**src/rtl/uart_tx_param.sv**
```systemverilog
// uart_tx_param: parametrised UART transmitter with internal baud timing and valid/ready input
module uart_tx_param #(
  parameter int BAUD_DIV  = 5208,
  parameter int DATA_BITS = 8,
  parameter int PARITY    = 0,
  parameter int STOP_BITS = 1
) (
  input  logic                 sclk,
  input  logic                 rst_n,
  input  logic                 tx_valid,
  input  logic [DATA_BITS-1:0] tx_data,
  output logic                 tx_ready,
  output logic                 tx_busy,
  output logic                 tx_done,
  output logic                 tx
);
  localparam int BW = (BAUD_DIV < 2) ? 1 : $clog2(BAUD_DIV);
  localparam logic [BW-1:0] BAUD_LAST = BW'(BAUD_DIV - 1);
  localparam logic [3:0] DATA_LAST = 4'(DATA_BITS - 1);
  localparam logic [3:0] STOP_LAST = 4'(STOP_BITS - 1);

  if (BAUD_DIV < 2 || DATA_BITS < 5 || DATA_BITS > 9 || PARITY < 0 || PARITY > 2 ||
      STOP_BITS < 1 || STOP_BITS > 2) begin : g_bad_params
    $fatal(1, "uart_tx_param: illegal parameter combination");
  end

  typedef enum logic [2:0] {S_IDLE, S_START, S_DATA, S_PARITY, S_STOP} state_t;

  state_t               r_state, w_state;
  logic [BW-1:0]        r_baud, w_baud;
  logic [3:0]           r_bit, w_bit;
  logic [DATA_BITS-1:0] r_shift, w_shift;
  logic                 r_par, w_par;
  logic                 r_tx, w_tx;
  logic                 r_done, w_done;
  logic                 w_last;

  assign w_last   = r_baud == BAUD_LAST;
  assign tx_ready = r_state == S_IDLE;
  assign tx_busy  = !tx_ready;
  assign tx_done  = r_done;
  assign tx       = r_tx;

  // state and datapath registers; tx is registered so every bit level lasts whole baud periods
  always_ff @(posedge sclk or negedge rst_n) begin
    if (!rst_n) begin
      r_state <= S_IDLE;
      r_baud  <= '0;
      r_bit   <= '0;
      r_shift <= '0;
      r_par   <= 1'b0;
      r_tx    <= 1'b1;
      r_done  <= 1'b0;
    end else begin
      r_state <= w_state;
      r_baud  <= w_baud;
      r_bit   <= w_bit;
      r_shift <= w_shift;
      r_par   <= w_par;
      r_tx    <= w_tx;
      r_done  <= w_done;
    end
  end

  // next state: each transition loads the level of the following bit into tx at the bit boundary
  always_comb begin
    w_state = r_state;
    w_baud  = w_last ? '0 : r_baud + BW'(1);
    w_bit   = r_bit;
    w_shift = r_shift;
    w_par   = r_par;
    w_tx    = r_tx;
    w_done  = 1'b0;
    case (r_state)
      S_IDLE: begin
        w_baud = '0;
        if (tx_valid) begin
          w_state = S_START;
          w_shift = tx_data;
          w_par   = (^tx_data) ^ (PARITY == 1);
          w_tx    = 1'b0;
        end
      end
      S_START: if (w_last) begin
        w_state = S_DATA;
        w_tx    = r_shift[0];
        w_bit   = '0;
      end
      S_DATA: if (w_last) begin
        w_shift = r_shift >> 1;
        w_tx    = r_shift[1];
        w_bit   = r_bit + 4'd1;
        if (r_bit == DATA_LAST) begin
          w_state = (PARITY != 0) ? S_PARITY : S_STOP;
          w_tx    = (PARITY != 0) ? r_par : 1'b1;
          w_bit   = '0;
        end
      end
      S_PARITY: if (w_last) begin
        w_state = S_STOP;
        w_tx    = 1'b1;
      end
      S_STOP: if (w_last) begin
        w_bit = r_bit + 4'd1;
        if (r_bit == STOP_LAST) begin
          w_state = S_IDLE;
          w_done  = 1'b1;
          w_bit   = '0;
        end
      end
      default: w_state = S_IDLE;
    endcase
  end
endmodule

```
**config.mk**
```make
export PLATFORM = sky130hd
export DESIGN_NAME = uart_tx_param
export DESIGN_NICKNAME = d
export VERILOG_FILES = /design/src/rtl/uart_tx_param.sv
export SDC_FILE = /design/constraint.sdc
export NUM_CORES = 1
export LEC_CHECK = 0
export BUFFER_PORTS_ARGS = -buffer_cell sky130_fd_sc_hd__buf_2
export CAP_MARGIN = 20
export CORE_AREA = 2 2 62 64
export CTS_CLUSTER_DIAMETER = 60
export DETAILED_ROUTE_END_ITERATION = 10
export DIE_AREA = 0 0 64 66
export PLACE_DENSITY = 0.69
export SLEW_MARGIN = 20
export SYNTH_ARGS = -nofsm -noshare
export SYNTH_HDL_FRONTEND = slang
export SYNTH_SLANG_ARGS = --single-unit
```
**constraint.sdc**
```tcl
create_clock -name sclk -period 2.7 [get_ports sclk]
set_input_delay 0.27 -clock sclk [delete_from_list [all_inputs] [get_ports sclk]]
set_output_delay 0.27 -clock sclk [all_outputs]
set_load 0.02 [all_outputs]
```
==> impl_metrics.json, run 1 <==
{
  "status": "complete, no violations",
  "io_buffer_count": 14,
  "crit_fanout": 8,
  "grt_pass1_wl_um": 5664,
  "core.rowCount": 22,
  "post_drt_wl_per_cell_um": 14.32,
  "ctsHtreeMaxLevel": 2,
  "grt_overflow": 0,
  "fp.dieW_um": 64,
  "grt_start_max_net_pins": 31,
  "coreArea_mm2": 0.003551,
  "critPathKind": "reg2reg",
  "synth_area_leader_cell": "dfrtp_1",
  "finClkSkew_ps": 16.85,
  "num-nets-final": 200,
  "vias_per_cell": 5.774,
  "ioPinCount": 15,
  "arrival_ps": 2430,
  "ys_warn_count": 0,
  "synth_top_area_frac": 0.4218,
  "worstMarginPinSlew_ps": 684.1,
  "worstSetupStartpointType": "flop",
  "ys_seq_area_frac": 0.4371,
  "ys_async_sr_fraction": 1.000,
  "p_leak_nw": 0.7704,
  "fmax_ghz": 0.4516,
  "slew_violations": 0,
  "finalHoldViolations": 0,
  "drive_gt1_frac": 0.2366,
  "power.total_mw": 1.041,
  "synth_cell_type_count": 47,
  "fin_crit_sh": 0.8201,
  "syn_avg_cell_area_um2": 10.06,
  "drt.antenna.violating_nets": 0,
  "powerDensity_mw_per_mm2": 553.0,
  "grt_pass1_vias": 1246,
  "track_usage": 0.1773,
  "synth-edff-count": 0,
  "place_congestion": 0.8921,
  "initial_core_util": 0.4845,
  "synthFlopType": "dfrtp_1",
  "clkSlewWorstSetupHoldPaths_ps": 100,
  "critPathSlowestCell": "a2111oi_4",
  "die-area_mm2": 0.004224,
  "first_pass_iters": 4,
  "setup_tns_ps": 0,
  "end_kind": "flop",
  "hp-class": "in2reg",
  "cap_viol_max_count": 0,
  "ys_seq_elements": 30,
  "critPathMaxStageDelay_ps": 660,
  "cts_tree": "built",
  "yosysMostFrequentCell": "dfrtp_1",
  "synth_common_cells": "dfrtp_1, nor2_1, mux2_2",
  "die_height_um": 66,
  "dpl.hpwl_um": 2367,
  "antenna_found_initial": 0,
  "reg2reg_setup_slack_ps": 490,
  "drt_iter0_markers": 51,
  "rsz0062_at_grt": "false",
  "cts_made_buffers": 5,
  "num_vias": 1351,
  "cp_top_family": "compound AO/OA/AOI/OAI gates",
  "synth_area_mm2": 0.001720,
  "place_ws_ps": 464.3,
  "clock_path_buffers": 2,
  "cts_root_buf": "clkbuf_4",
  "clk_latency_ps": 340,
  "slew_headroom": 0.5439,
  "cts.sinks": 30,
  "routed_wl_um": 3350,
  "synthCells": 171,
  "critPathBufInv": 0,
  "drcViolationCount": 0,
  "antennaDiodeCount": 0,
  "yosys-top-cells-area": "dfrtp_1, mux2_2, nor2_1",
  "syn_to_final_growth_pct": 9.382,
  "worst_slack_ps": 485.7,
  "setup_viol": 0,
  "required_ps": 2920,
  "path_cells": "ha_1 > and4b_1 > nand3_2 > a2111oi_4 > mux2_2",
  "post-route-min-period_ps": 2214,
  "peakVddDrop_uv": 325.9,
  "synth_nets": 185
}
## state kept, by name (all words and copies together), names as in the netlist
name and flops:
tx_done 1, r_bit 4, r_state 3, r_baud 13
r_shift 8, tx 1
## worst reg2reg max path, cell delays in order, from the launching register on
cell and delay [ps]:
dfrtp_1 410, ha_1 250, and4b_1 270, nand3_2 120, a2111oi_4 660, mux2_2 410
## area by class of cell
| cell class | count | area, um^2 |
|---|---|---|
| Fill cell | 336 | 1669 |
| Multi-Input combinational cell | 122 | 895.9 |
| Sequential cell | 30 | 752.0 |
| Timing Repair Buffer | 16 | 87.58 |
| Tap cell | 48 | 60.06 |
| Clock buffer | 7 | 45.04 |
| Inverter | 11 | 41.29 |
## routing by layer
| metal | part of all wire | wire (um) | global-route usage | up-vias |
|---|---|---|---|---|
| li1 | - | - | - | 651 |
| met1 | 0.46 | 1549 | 0.2182 | 665 |
| met2 | 0.48 | 1613 | 0.2904 | 28 |
| met3 | 0.039 | 132 | 0.05111 | 7 |
| met4 | 0.016 | 55 | 0.07609 | 0 |
| met5 | 0 | 0 | 0 | - |
## stage by stage
step           hold WS, ps  cell area, um^2  utilization  cells
6_report             217.1             1882       0.5300    234
3_3_place_gp         342.6             1827       0.5144    226
3_5_place_dp         351.8             1827       0.5144    226
2_1_floorplan       -25.59             1720            -    171
5_1_grt              216.5             1882       0.5300    234
4_1_cts              218.6             1882       0.5300    234
## worst paths after layout
check / startpoint / end / depth (start not counted)
setup / recovery: r_baud[0] / r_shift[2] / 5
hold / removal: tx_data[7] / r_shift[7] / 3
setup reg to reg: r_baud[0] / r_shift[2] / 5
hold reg to reg: r_baud[0] / r_baud[0] / 1
max in group asynchronous: rst_n / r_baud[0] / 2
min in group asynchronous: rst_n / r_shift[7] / 2
## kinds of logic after synthesis
group           count (synthesis)  synth area share
mux                            15           0.09745
fa+ha+maj                       3           0.02182
simple gates                   62            0.2087
xor+xnor                       11           0.05600
flops                          30            0.4371
buf+inv                        19           0.04218
compound gates                 31            0.1367
## layout by cell type, fill, tap and decap left out, types with 6 or more instances in the layout
cell,instances
buf_2,14
mux2_2,14
nand2_1,7
inv_1,11
o21ai_0,9
nor3_1,6
nand3_1,6
xnor2_1,8
dfrtp_1,29
nor2_1,20
## report_power, final
group	internal [mW]	switching, mW	leakage (nW)
clock	0.0980	0.150	0.0254
combinational	0.0935	0.0915	0.359
sequential	0.531	0.0767	0.386
total	0.722	0.319	0.770
## what timing repair did
action	in CTS	in global routing
hold buffers	1	0
endpoints found under the hold margin	14	0
setup buffers	0	0
gates resized for setup	0	0
Note: power is estimated with default switching activity, not from simulation.
==> run 2: changes to the inputs <==
ABC_AREA = 1   (was unset)
CORE_AREA = 2 2 63 65   (was 2 2 62 64)
DIE_AREA = 0 0 65 67   (was 0 0 64 66)
PLACE_DENSITY = 0.68   (was 0.69)
clock period = 2.2 ns   (was 2.7 ns; I/O delays follow)
==> run 2 against run 1 <==
Combinational power down 84%. Largest power group unchanged. Flip-flop and latch count unchanged. First-iteration DRC count increased by 120%. Die area grew 3.1%. Critical path type unchanged.
==> impl_metrics.json, run 2 <==
{
  "grt_pass1_vias": 1440,
  "post-cts-setup-buffers": 0,
  "ys_warn_count": 0,
  "path_cells": "ha_1 > nand2_1 > nor2_2 > nand3_4 > nand2_8 > nand3_4 > nand2_1 > o21ai_2",
  "post-route-min-period_ps": 1611,
  "required_ps": 2360,
  "cap_viol_max_count": 0,
  "critPathMaxStageDelay_ps": 380,
  "reg_top3": "r_baud x13, r_shift x8, r_bit x4",
  "rr_startpoint": "r_baud[0]",
  "drt.antenna.violating_nets": 0,
  "critPathBufInv": 0,
  "vias_per_cell": 4.958,
  "post_drt_wl_per_cell_um": 11.20,
  "clk_latency_ps": 280,
  "finalHoldViolations": 0,
  "synthFlopType": "dfrtp_1",
  "clock_path_buffers": 2,
  "top_register": "r_baud",
  "critPathKind": "reg2reg",
  "cts_tree": "built",
  "die-area_mm2": 0.004355,
  "cts_root_buf": "clkbuf_8",
  "grt_overflow": 0,
  "holdPathStages": 3,
  "min-delay-start": "tx_data[7]",
  "synth_top_area_frac": 0.4140,
  "worstSetupStartpointType": "flop",
  "core.rowCount": 22,
  "critPathSlowestCell": "dfrtp_1",
  "grt_pass1_wl_um": 6348,
  "reg2reg_depth": 8,
  "fmax_ghz": 0.6207,
  "p_clk_frac": 0.409,
  "ys_seq_area_frac": 0.4290,
  "coreArea_mm2": 0.003606,
  "slew_headroom": 0.5651,
  "drt_iter0_markers": 111,
  "crit_fanout": 16,
  "initial_core_util": 0.4861,
  "synth_area_leader_cell": "dfrtp_1",
  "largest_register_ffs": 13,
  "synth_xor_xnor_area_share": 0.02498,
  "powerDensity_mw_per_mm2": 505.0,
  "clkSlewWorstSetupHoldPaths_ps": 50,
  "setup_tns_ps": 0,
  "worstMarginPinSlew_ps": 652.4,
  "synthCells": 219,
  "yosysMostFrequentCell": "nand2_1",
  "fin_cells": 286,
  "layout_common_cells": "nand2_1, dfrtp_1, nor2_1",
  "setup_viol": 0,
  "io_buffer_count": 14,
  "cts_made_buffers": 5,
  "die_height_um": 67,
  "track_usage": 0.1920,
  "cts.sinks": 30,
  "p_leak_nw": 0.9324,
  "num-nets-final": 252,
  "ctsHtreeMaxLevel": 2,
  "synth_mux_area_frac": 0,
  "drive_gt1_frac": 0.2311,
  "fin_crit_sh": 0.7323,
  "nFillCells": 355,
  "regArea_um2": 752.0,
  "num_vias": 1418,
  "synth_adder_area_share": 0.02141,
  "drcViolationCount": 0,
  "finClkSkew_ps": 9.537,
  "synth-simple-area-share": 0.3469,
  "intPower_uw": 780.9,
  "place_congestion": 0.8290,
  "synth_compound_area_frac": 0.1028,
  "status": "complete, no violations",
  "dpl.hpwl_um": 2392,
  "ys_seq_elements": 30,
  "layout_commonest_cell": "nand2_1",
  "ys_async_sr_fraction": 1.000,
  "ioPinCount": 15,
  "pwr-share-comb": 0.030,
  "startpoint": "r_baud[0]",
  "synth_common_cells": "nand2_1, dfrtp_1, nor2_1",
  "syn_avg_cell_area_um2": 8.004,
  "antenna_found_initial": 0,
  "rsz0062_at_grt": "false",
  "swShare": 0.2063,
  "slew_violations": 0,
  "cp_top_family": "simple AND/OR/NAND/NOR gates",
  "yosys-top-cells-area": "dfrtp_1, nand2_1, nor2_1",
  "antennaDiodeCount": 0,
  "first_pass_iters": 4,
  "multiInputGateArea_um2": 869.6,
  "synth_cell_type_count": 29,
  "synth_nets": 233,
  "power.switching_uw": 202.9,
  "synth_top_family_by_area": "simple AND/OR/NAND/NOR gates",
  "synth-edff-count": 0,
  "fp.dieW_um": 65,
  "sequentialPowerShare": 0.561,
  "end_kind": "flop",
  "crit_cells": 8,
  "synth_area_mm2": 0.001753,
  "grt_start_max_net_pins": 31,
  "routed_wl_um": 3203,
  "peakVddDrop_uv": 391.9,
  "dp.cells": 278,
  "syn_to_final_growth_pct": 11.14,
  "arrival_ps": 1770,
  "hp-class": "in2reg"
}
## run 2: cell types whose count changed in the layout (fill, tap and decap cells not counted), moves of 7 or more
cell,before,now
inv_1,11,18
inv_2,0,8
mux2_2,14,0
nand2_1,7,49
nand3_1,6,14
o21ai_2,0,8
xnor2_1,8,0
## run 2: tightest hold or removal path: cells and delay by family
kind,cells,cell delay [ps]
buf+inv,1,90
simple gates,1,70
compound gates,1,60
## run 2: final timing paths
check	endpoint	slack [ps]
min in group asynchronous	r_baud[7]	500
max reg2reg	r_shift[3]	590
max	r_shift[3]	590
min	r_shift[7]	200
min reg2reg	tx	480
max in group asynchronous	r_baud[1]	1270
## run 2: cell families (layout without fill, tap and decap cells)
family                     count (synthesis)  in the layout
DFF                                       30             30
and+or+nand+nor                          120            120
xor gates and xnor gates                   5              5
adders and majority gates                  3              3
AOI/OAI and AO/OA                         30             30
buffers and inverters                     31             50
## run 2: cell type report
cell class,count,share of cell area
Inverter,28,0.05652
Sequential cell,30,0.3860
Multi-Input combinational cell,158,0.4464
Clock buffer,7,0.03918
Timing Repair Buffer,15,0.04110
Tap cell,48,0.03083
## run 2: power by group through the flow
stage | combinational (mW) | clock (mW) | sequential, mW
6_report | 0.0290 | 0.403 | 0.552
3_5_place_dp | 0.0292 | 0 | 0.562
4_1_cts | 0.0306 | 0.419 | 0.552
2_1_floorplan | 0.00907 | 0 | 0.562
3_3_place_gp | 0.0290 | 0 | 0.562
5_1_grt | 0.0350 | 0.444 | 0.552
## run 2: per-layer routing
metal,up-vias,wire [um],GRT usage
li1,746,-,-
met1,642,1594,0.2516
met2,24,1375,0.2925
met3,6,155,0.04561
met4,0,78,0.1037
met5,-,0,0
## run 2: stage by stage
stage	hold WS (ps)	cell area, um^2	setup slack (ps)	utilization	total power [mW]
2_1_floorplan	-75.59	1753	690.0	-	0.5711
3_3_place_gp	295.6	1862	606.8	0.5163	0.5909
3_5_place_dp	293.4	1862	576.8	0.5163	0.5911
4_1_cts	198.7	1948	569.5	0.5403	1.001
5_1_grt	220.0	1948	404.8	0.5403	1.030
6_report	204.9	1948	589.0	0.5403	0.9838
## run 2: timing repair
action / in CTS / in global routing
hold buffers: 1 / 0
endpoints found under the hold margin: 28 / 0
gates resized for setup: 0 / 0
endpoints found under the setup margin: 0 / 0
